===== src/rtl/rv32i_fetch_stage.sv =====
// RV32I instruction fetch: one outstanding imem request, FIFO_DEPTH-entry buffer, redirect/flush from decode.
// Latency: word returned at edge E appears on iw_out after edge E+1 at the earliest (no bypass path).
// Backpressure: pc_halt_in holds iw_out/pc_out; fetching continues until the buffer is full, then imem_req stays low.
// Optional feature: define RV32I_FETCH_MISALIGN_TRAP_EN to trap misaligned redirects (sticky fault + HALT state).
module rv32i_fetch_stage #(
    parameter logic [31:0] RESET_PC   = 32'h0000_0000,
    parameter int          FIFO_DEPTH = 2
) (
    input  logic        clk,
    input  logic        reset,
    output logic        imem_req,
    output logic [31:0] imem_addr,
    input  logic        imem_rvalid,
    input  logic [31:0] imem_rdata,
    input  logic        jump_en_in,
    input  logic [31:0] jump_addr_in,
    input  logic        pc_halt_in,
    output logic [31:0] iw_out,
    output logic [31:0] pc_out,
    output logic        jump_en_out,
    output logic        misalign_fault
);

    localparam int          PW      = $clog2(FIFO_DEPTH);
    localparam logic [PW:0] DEPTH_C = (PW+1)'(FIFO_DEPTH);
    localparam logic [31:0] NOP     = 32'h0000_0013;

`ifdef RV32I_FETCH_MISALIGN_TRAP_EN
    typedef enum logic [1:0] {IDLE = 2'd0, WAIT = 2'd1, DROP = 2'd2, HALT = 2'd3} state_t;
`else
    typedef enum logic [1:0] {IDLE = 2'd0, WAIT = 2'd1, DROP = 2'd2} state_t;
`endif

    state_t        state;
    state_t        drain_state;
    state_t        jump_state;
    logic [31:0]   fetch_pc;
    logic [31:0]   jump_target;
    logic [31:0]   fifo_iw [FIFO_DEPTH];
    logic [31:0]   fifo_pc [FIFO_DEPTH];
    logic [PW-1:0] wr_ptr;
    logic [PW-1:0] rd_ptr;
    logic [PW:0]   count;
    logic          push;
    logic          pop;

    // Next-state helpers: an unanswered request forces DROP so its late response is discarded
    always_comb begin
        jump_target = jump_addr_in & 32'hFFFF_FFFC;
        if ((state == WAIT || state == DROP) && !imem_rvalid) begin
            drain_state = DROP;
        end else begin
            drain_state = IDLE;
        end
        jump_state = drain_state;
`ifdef RV32I_FETCH_MISALIGN_TRAP_EN
        if ((jump_addr_in[1:0] != 2'b00) || state == HALT) begin
            jump_state = HALT;
        end
`endif
        push = (state == WAIT) && imem_rvalid && !jump_en_in;
        pop  = !pc_halt_in && (count != '0) && !jump_en_in;
    end

    // Buffer storage: written only on an accepted response, tagged with the request address
    always_ff @(posedge clk) begin
        if (!reset && push) begin
            fifo_iw[wr_ptr] <= imem_rdata;
            fifo_pc[wr_ptr] <= imem_addr;
        end
    end

    // Buffer pointers and occupancy; a redirect empties the buffer
    always_ff @(posedge clk) begin
        if (reset || jump_en_in) begin
            wr_ptr <= '0;
            rd_ptr <= '0;
            count  <= '0;
        end else begin
            if (push) wr_ptr <= wr_ptr + 1'b1;
            if (pop)  rd_ptr <= rd_ptr + 1'b1;
            if (push && !pop) begin
                count <= count + 1'b1;
            end else if (!push && pop) begin
                count <= count - 1'b1;
            end
        end
    end

    // Fetch FSM with registered request and decode-facing outputs
    always_ff @(posedge clk) begin
        if (reset) begin
            state       <= drain_state;
            fetch_pc    <= RESET_PC;
            imem_req    <= 1'b0;
            imem_addr   <= 32'h0;
            iw_out      <= NOP;
            pc_out      <= 32'h0;
            jump_en_out <= 1'b0;
        end else begin
            jump_en_out <= jump_en_in;
            imem_req    <= 1'b0;
            if (jump_en_in) begin
                state    <= jump_state;
                fetch_pc <= jump_target;
                iw_out   <= NOP;
            end else begin
                case (state)
                    IDLE: begin
                        if (count < DEPTH_C) begin
                            imem_req  <= 1'b1;
                            imem_addr <= fetch_pc;
                            fetch_pc  <= fetch_pc + 32'd4;
                            state     <= WAIT;
                        end
                    end
                    WAIT: if (imem_rvalid) state <= IDLE;
                    DROP: if (imem_rvalid) state <= IDLE;
`ifdef RV32I_FETCH_MISALIGN_TRAP_EN
                    HALT: state <= HALT;
`endif
                    default: state <= IDLE;
                endcase
                if (pop) begin
                    iw_out <= fifo_iw[rd_ptr];
                    pc_out <= fifo_pc[rd_ptr];
                end else if (!pc_halt_in) begin
                    iw_out <= NOP;
                end
            end
        end
    end

`ifdef RV32I_FETCH_MISALIGN_TRAP_EN
    // Sticky fault: set by a misaligned redirect, cleared only by reset
    always_ff @(posedge clk) begin
        if (reset) begin
            misalign_fault <= 1'b0;
        end else if (jump_en_in && (jump_addr_in[1:0] != 2'b00)) begin
            misalign_fault <= 1'b1;
        end
    end
`else
    assign misalign_fault = 1'b0;
`endif

endmodule


===== config.mk =====
export PLATFORM = sky130hd
export DESIGN_NAME = rv32i_fetch_stage
export DESIGN_NICKNAME = d
export VERILOG_FILES = /design/src/rtl/rv32i_fetch_stage.sv
export SDC_FILE = /design/constraint.sdc
export NUM_CORES = 1
export LEC_CHECK = 0
export ABC_AREA = 1
export CAP_MARGIN = 20
export CORE_MARGIN = 1
export CORE_UTILIZATION = 48
export CTS_CLUSTER_DIAMETER = 150
export CTS_CLUSTER_SIZE = 28
export DETAILED_ROUTE_END_ITERATION = 16
export PLACE_DENSITY = 0.82
export SLEW_MARGIN = 10
export SYNTH_ARGS = -nofsm -noshare
export SYNTH_HDL_FRONTEND = slang
export SYNTH_SLANG_ARGS = --single-unit

===== constraint.sdc =====
create_clock -name clk -period 6.7 [get_ports clk]
set_input_delay 1.005 -clock clk [delete_from_list [all_inputs] [get_ports clk]]
set_output_delay 1.005 -clock clk [all_outputs]
set_load 0.03 [all_outputs]

==> reports/metrics.yaml <==
synth-main-ff-cell: "dfxtp_1"
worstSetupPathType: "in2reg"
cap_violations: 0
hold_path.class: "reg2reg"
crit_arrival_ns: 3.62
drive_gt1_frac: 0.0535
yosysTopAreaCell: "edfxtp_1"
p_clk_frac: 0.291
hold_path_startpoint: "iw_out[14]$_SDFFE_PP0P_"
clk_pin_slew_ns: 0.10
dp_hpwl_mm: 15.3
diodes: 0
gp_congestion: 0.930
synth_top_area_share: 0.378
ctsHoldBuffers: 0
yosysMostFrequentCell: "nand2_1"
fin_crit_sh: 0.482
critPathLaunchType: "input pin"
rsz0062_at_grt: "no"
grt_pass1_wl_mm: 37.0
cts_resized: 0
ys_top_cells_by_count: "305 x nand2_1, 129 x dfxtp_1, 126 x edfxtp_1, 87 x o21ai_0, 76 x a21oi_1"
nNetsFinal: 1244
reg2reg_from: "state[0]$_SDFFCE_PP0P_"
std_cell_rows: 52
combPwrFrac: 0.122
dieArea_sq_um: 21400
start_util: 0.492
ys_seq_area_frac: 0.636
grt-ovfl-total: 0
synthCells: 1037
antenna_found_initial: 0
maxSlewHeadroom: 0.316
finalSetupViolCount: 0
core_area_sq_um: 20400
cell_internal_pwr_mw: 2.22
port_buffers: 160
setup_tns_ns: 0
p_switching_mw: 0.769
cp.required_ns: 7.09
clock_skew_ns: 0.0644
hold_viol: 0
r2r_setup_slack_ns: 4.18
num_vias: 7670
wl_per_cell_microns: 16.1
filler_cell_count: 1744
cts_root_buffer: "clkbuf_16"
ys_top_cells_by_area: "edfxtp_1 38%, dfxtp_1 26%, nand2_1 11%"
cts_tree: "yes"
die_x_microns: 146
synth_seq_cells: 255
vdd_drop_max_v: 0.000162
clk_latency_ns: 0.51
track_usage: 0.217
period_needed_ns: 3.23
path_max_fanout: 93
yosys_warnings: 0
ant_nets: 0
cts.sinks: 255
grt_pass1_vias: 7079
power_density_nw_per_um2: 244
pwr-share-seq: 0.587
synth_enable_flop_cells: 126
io_pins: 168
cts_buffers: 13
fmax_mhz: 310
sw_frac_of_total: 0.258
die_h_microns: 146
synthArstFlopShare: 0
hold_end: "iw_out[14]$_SDFFE_PP0P_"
grt_max_degree: 94
wirelength_mm: 23.2
postCtsSetupBuffers: 0
routed_via_density: 5.30
status: "complete, no violations"
min_path_cells: 2
crit_start: "pc_halt_in"
r2r_cells: 10
firstDrtPassIters: 5
hold-worst-slack_ns: 0.459
syn_avg_cell_area_sq_um: 9.66
endpoint_kind: "register"
tightest_slew_ns: 1.02
htreeDepth: 1
maxSlewViolCount: 0
leakage_nw: 4.32
area_growth_pct: 22.0
drtIter0Drc: 643
timing.rr.end: "fetch_pc[30]$_SDFFE_PP0P_"
clockBufferDepth: 3
syn_area_sq_um: 10000
drc_errors: 0
synth.distinct_cells: 39
## worst max-delay path, stage by stage
cell and delay [ns]:
clkdlybuf4s50_1 0.40, buf_4 0.24, a21oi_1 0.16, inv_1 0.12, nor2_4 0.10, buf_4 0.70, inv_1 0.10, ha_1 0.33
a21oi_1 0.12, o21ai_0 0.11, o21ai_0 0.17, a21oi_1 0.05
## final cells by class
type	instances	area, sq um	share of cell area
tap	270	338	0.0277
clock buffer	20	352	0.0288
inverter	54	205	0.0168
multi-input combinational	674	3170	0.260
clock inverter	2	38.8	0.00318
timing repair buffer	173	1740	0.142
sequential	255	6370	0.521
## power groups by stage
stage / clock network, mW / logic (mW) / registers, mW
after CTS: 0.894 / 0.362 / 1.75
after global placement: 0 / 0.354 / 1.79
after floorplan: 0 / 0.158 / 1.83
final: 0.868 / 0.363 / 1.75
after detailed placement: 0 / 0.360 / 1.79
after global routing: 0.946 / 0.394 / 1.76
## per-stage QoR
step / setup slack (ns) / utilization / instance area, sq um / total power [mW] / cells
2_1_floorplan: 0.446 / - / 10000 / 1.99 / 1041
3_3_place_gp: 3.03 / 0.578 / 11800 / 2.14 / 1424
3_5_place_dp: 2.94 / 0.578 / 11800 / 2.15 / 1424
4_1_cts: 3.47 / 0.597 / 12200 / 3.01 / 1446
5_1_grt: 3.25 / 0.600 / 12200 / 3.10 / 1448
6_report: 3.47 / 0.600 / 12200 / 2.98 / 1448
## worst max-delay path by stage
stage	to	cells past startpoint
3_3_place_gp	count[1]$_SDFFE_PP0P_	12
3_5_place_dp	count[1]$_SDFFE_PP0P_	12
2_1_floorplan	fifo_iw[0][0]$_DFFE_PP_	4
6_report	count[1]$_SDFFE_PP0P_	12
4_1_cts	count[1]$_SDFFE_PP0P_	12
5_1_grt	count[1]$_SDFFE_PP0P_	12
## kinds of logic (layout without fill, tap and decap cells)
logic type,Yosys count,count (layout),synth area share
flip-flops,255,255,0.636
XOR/XNOR,2,2,0.00175
AO/OA/AOI/OAI,215,215,0.115
buffers and inverters,112,249,0.0502
adder cells (fa/ha/maj),4,4,0.00500
other,1,5,0.000374
AND/OR/NAND/NOR,448,448,0.192
## registers in the layout (all words and copies together), names as in the netlist, 2 cells and up, named ones only
register,count
state,2
fetch_pc,30
count,2
pc_out,30
fifo_iw,64
imem_addr,30
iw_out,32
fifo_pc,60
## cells in the final DEF, fill, tap and decap left out, drive strengths merged, types with 2 or more instances in the layout
master,count
conb,5
dfxtp,129
nand3b,2
clkinv,2
buf,13
a22oi,3
clkbuf,20
ha,4
inv,54
o211ai,2
nor2,80
clkdlybuf4s50,160
a31oi,39
edfxtp,126
nand4,7
and2,2
o21ai,91
nand2,316
nand3,32
nor3,7
a21oi,77
xor2,2
## routing by layer
layer | GRT usage | vias up | part of all wire
met3 | 0.0297 | 30 | 0.075
li1 | - | 3749 | -
met5 | 0 | - | 0
met4 | 0.0563 | 0 | 0.016
met1 | 0.299 | 3611 | 0.42
met2 | 0.363 | 280 | 0.49
(Power assumes the default switching activity.)
==> edit: new RTL, config.mk and constraints unchanged <==
Add an input register stage for `imem_rvalid`, `imem_rdata` and `pc_halt_in`; this delays them by one clock. The other inputs are not delayed to match.
--- a/src/rtl/rv32i_fetch_stage.sv
+++ b/src/rtl/rv32i_fetch_stage.sv
@@ -27,2 +27,12 @@
 
+    logic imem_rvalid_q;
+    logic [31:0] imem_rdata_q;
+    logic pc_halt_q;
+
+    always_ff @(posedge clk) begin
+        imem_rvalid_q <= imem_rvalid;
+        imem_rdata_q  <= imem_rdata;
+        pc_halt_q     <= pc_halt_in;
+    end
+
 `ifdef RV32I_FETCH_MISALIGN_TRAP_EN
@@ -49,3 +59,3 @@
         jump_target = jump_addr_in & 32'hFFFF_FFFC;
-        if ((state == WAIT || state == DROP) && !imem_rvalid) begin
+        if ((state == WAIT || state == DROP) && !imem_rvalid_q) begin
             drain_state = DROP;
@@ -60,4 +70,4 @@
 `endif
-        push = (state == WAIT) && imem_rvalid && !jump_en_in;
-        pop  = !pc_halt_in && (count != '0) && !jump_en_in;
+        push = (state == WAIT) && imem_rvalid_q && !jump_en_in;
+        pop  = !pc_halt_q && (count != '0) && !jump_en_in;
     end
@@ -67,3 +77,3 @@
         if (!reset && push) begin
-            fifo_iw[wr_ptr] <= imem_rdata;
+            fifo_iw[wr_ptr] <= imem_rdata_q;
             fifo_pc[wr_ptr] <= imem_addr;
@@ -116,4 +126,4 @@
                     end
-                    WAIT: if (imem_rvalid) state <= IDLE;
-                    DROP: if (imem_rvalid) state <= IDLE;
+                    WAIT: if (imem_rvalid_q) state <= IDLE;
+                    DROP: if (imem_rvalid_q) state <= IDLE;
 `ifdef RV32I_FETCH_MISALIGN_TRAP_EN
@@ -126,3 +136,3 @@
                     pc_out <= fifo_pc[rd_ptr];
-                end else if (!pc_halt_in) begin
+                end else if (!pc_halt_q) begin
                     iw_out <= NOP;
Function: changed (a bounded check fails within 4 cycles, from zero or initial values and one cycle with reset high).
==> edit against the original RTL <==
Setup slack got worse by 0.097 ns. Cell area increased by 6.1%. Synthesized cell count up 5.1%. Core utilization down 0.60 points. Sequential cell count is 34 higher. Final cell count up 4.5%. Via count up 2.9%. First-iteration DRC count decreased by 19%. Total power rose by 10%. Non-clock buffer count increased by 1. Register-to-register slack improved by 0.08 ns. Routed wire length is 2.3% higher. Clock power is 11% higher. Area after synthesis is 6.7% higher. Critical path type unchanged. Largest power group unchanged.
==> edit: results (changes against the original RTL) <==
stage	metric	value	unit	change
logic_synthesis	ys_seq_area_share	65.97	%	was 63.58%
cells_and_area	drive_above_1_share	4.542	%	was 5.348%
logic_synthesis	synthTopCellsByArea	edfxtp_1 (35%), dfxtp_1 (31%), nand2_1 (11%)		was edfxtp_1 (38%), dfxtp_1 (26%), nand2_1 (11%)
global_routing	grt_max_degree	93		was 94
cts	cts_made_buffers	14		was 13
setup_path	rrSetupSlack	4.26	ns	was 4.18 ns
setup_path	ff2ff_path_depth	11		was 10
route	drt_iter0_markers	522		was 643
route	vias	7896		was 7670
logic_synthesis	synthAdderAreaFrac	0.4685	%	was 0.4998%
setup_path	crit_arrival	3.75	ns	was 3.62 ns
logic_synthesis	synth_xor_area_share	0.2460	%	was 0.1749%
global_routing	grt_use_total	20.95	%	was 21.72%
logic_synthesis	synth-compound-area-share	10.35	%	was 11.52%
timing	maxSlewHeadroom	28.20	%	was 31.63%
min_path	hold_depth	0		was 2
setup_path	cp_max_fo	20		was 93
timing	layout_setup_ws	3.377	ns	was 3.474 ns
power_and_ir_drop	p_leak	4.756	nW	was 4.324 nW
placed_design	gp_congestion	0.9612		was 0.9297
route	wl	23.78	mm	was 23.24 mm
cells_and_area	nNetsFinal	1298		was 1244
setup_path	r2r_end	fetch_pc[21]		was fetch_pc[30]
min_path	hp-start	imem_rdata_q[9]		was iw_out[14]
placed_design	pre_cts_slack	2.957	ns	was 2.944 ns
outcome	status	completed		unchanged
[edit: cell count changes in the layout (fill, tap and decap cells not counted), sizes merged, moves of 3 or more]
| cell | delta |
|---|---|
| a31oi | -3 |
| a21oi | -5 |
| nand2 | +6 |
| o21ai | -4 |
| o211ai | +3 |
| inv | +8 |
| nor2 | +11 |
| clkbuf | +3 |
| dfxtp | +34 |
[edit: cell type report]
class                   count  area share [%]
clock buffers              23           3.129
multi-input cells         684           24.35
clock inverters             1          0.1545
repair buffers            174           13.48
well taps                 280           2.704
inverters                  62           1.796
flip-flops and latches    289           54.38
[edit: kinds of logic after synthesis]
logic type                 Yosys count
xor gates and xnor gates             3
buffers and inverters              121
adders and majority gates            4
other                                1
AOI/OAI and AO/OA                  206
DFF                                289
and+or+nand+nor                    466
[edit: how the worst max path moves through the flow]
stage | end | cells after the start
6_report | fetch_pc[15] | 7
4_1_cts | fetch_pc[15] | 7
5_1_grt | fetch_pc[7] | 9
3_3_place_gp | fifo_iw[0][23] | 5
3_5_place_dp | fetch_pc[15] | 7
2_1_floorplan | fifo_iw[0][0] | 4
[edit: per-stage QoR]
stage / hold WS, ns / area, um^2 / cells
final: 0.4339 / 12960 / 1513
after global routing: 0.4501 / 12960 / 1513
after CTS: 0.4358 / 12930 / 1512
after detailed placement: 0.4103 / 12500 / 1488
after global placement: 0.4041 / 12480 / 1487
after floorplan: 0.4037 / 10700 / 1094
[edit: critical path, cell delays in order]
cell and delay (ns):
clkdlybuf4s50_1 0.88, inv_1 0.49, nand2_1 0.59, inv_2 0.30, nor3_1 0.24, nand2_1 0.07, a31oi_1 0.16
[edit: power by group through the flow]
stage	registers, mW	clock network [mW]	logic (mW)
3_5_place_dp	2.01	0	0.354
2_1_floorplan	2.05	0	0.153
5_1_grt	1.98	1.05	0.390
4_1_cts	1.97	0.987	0.356
6_report	1.98	0.960	0.358
3_3_place_gp	2.01	0	0.345
[edit: per-layer routing]
layer  vias to the layer above  routed length, um  track usage, %
met5                         -                  0               0
met4                         0                425           5.300
li1                       3890                  -               -
met3                        33               1563           2.259
met1                      3687               9915           26.72
met2                       286              11870           37.80
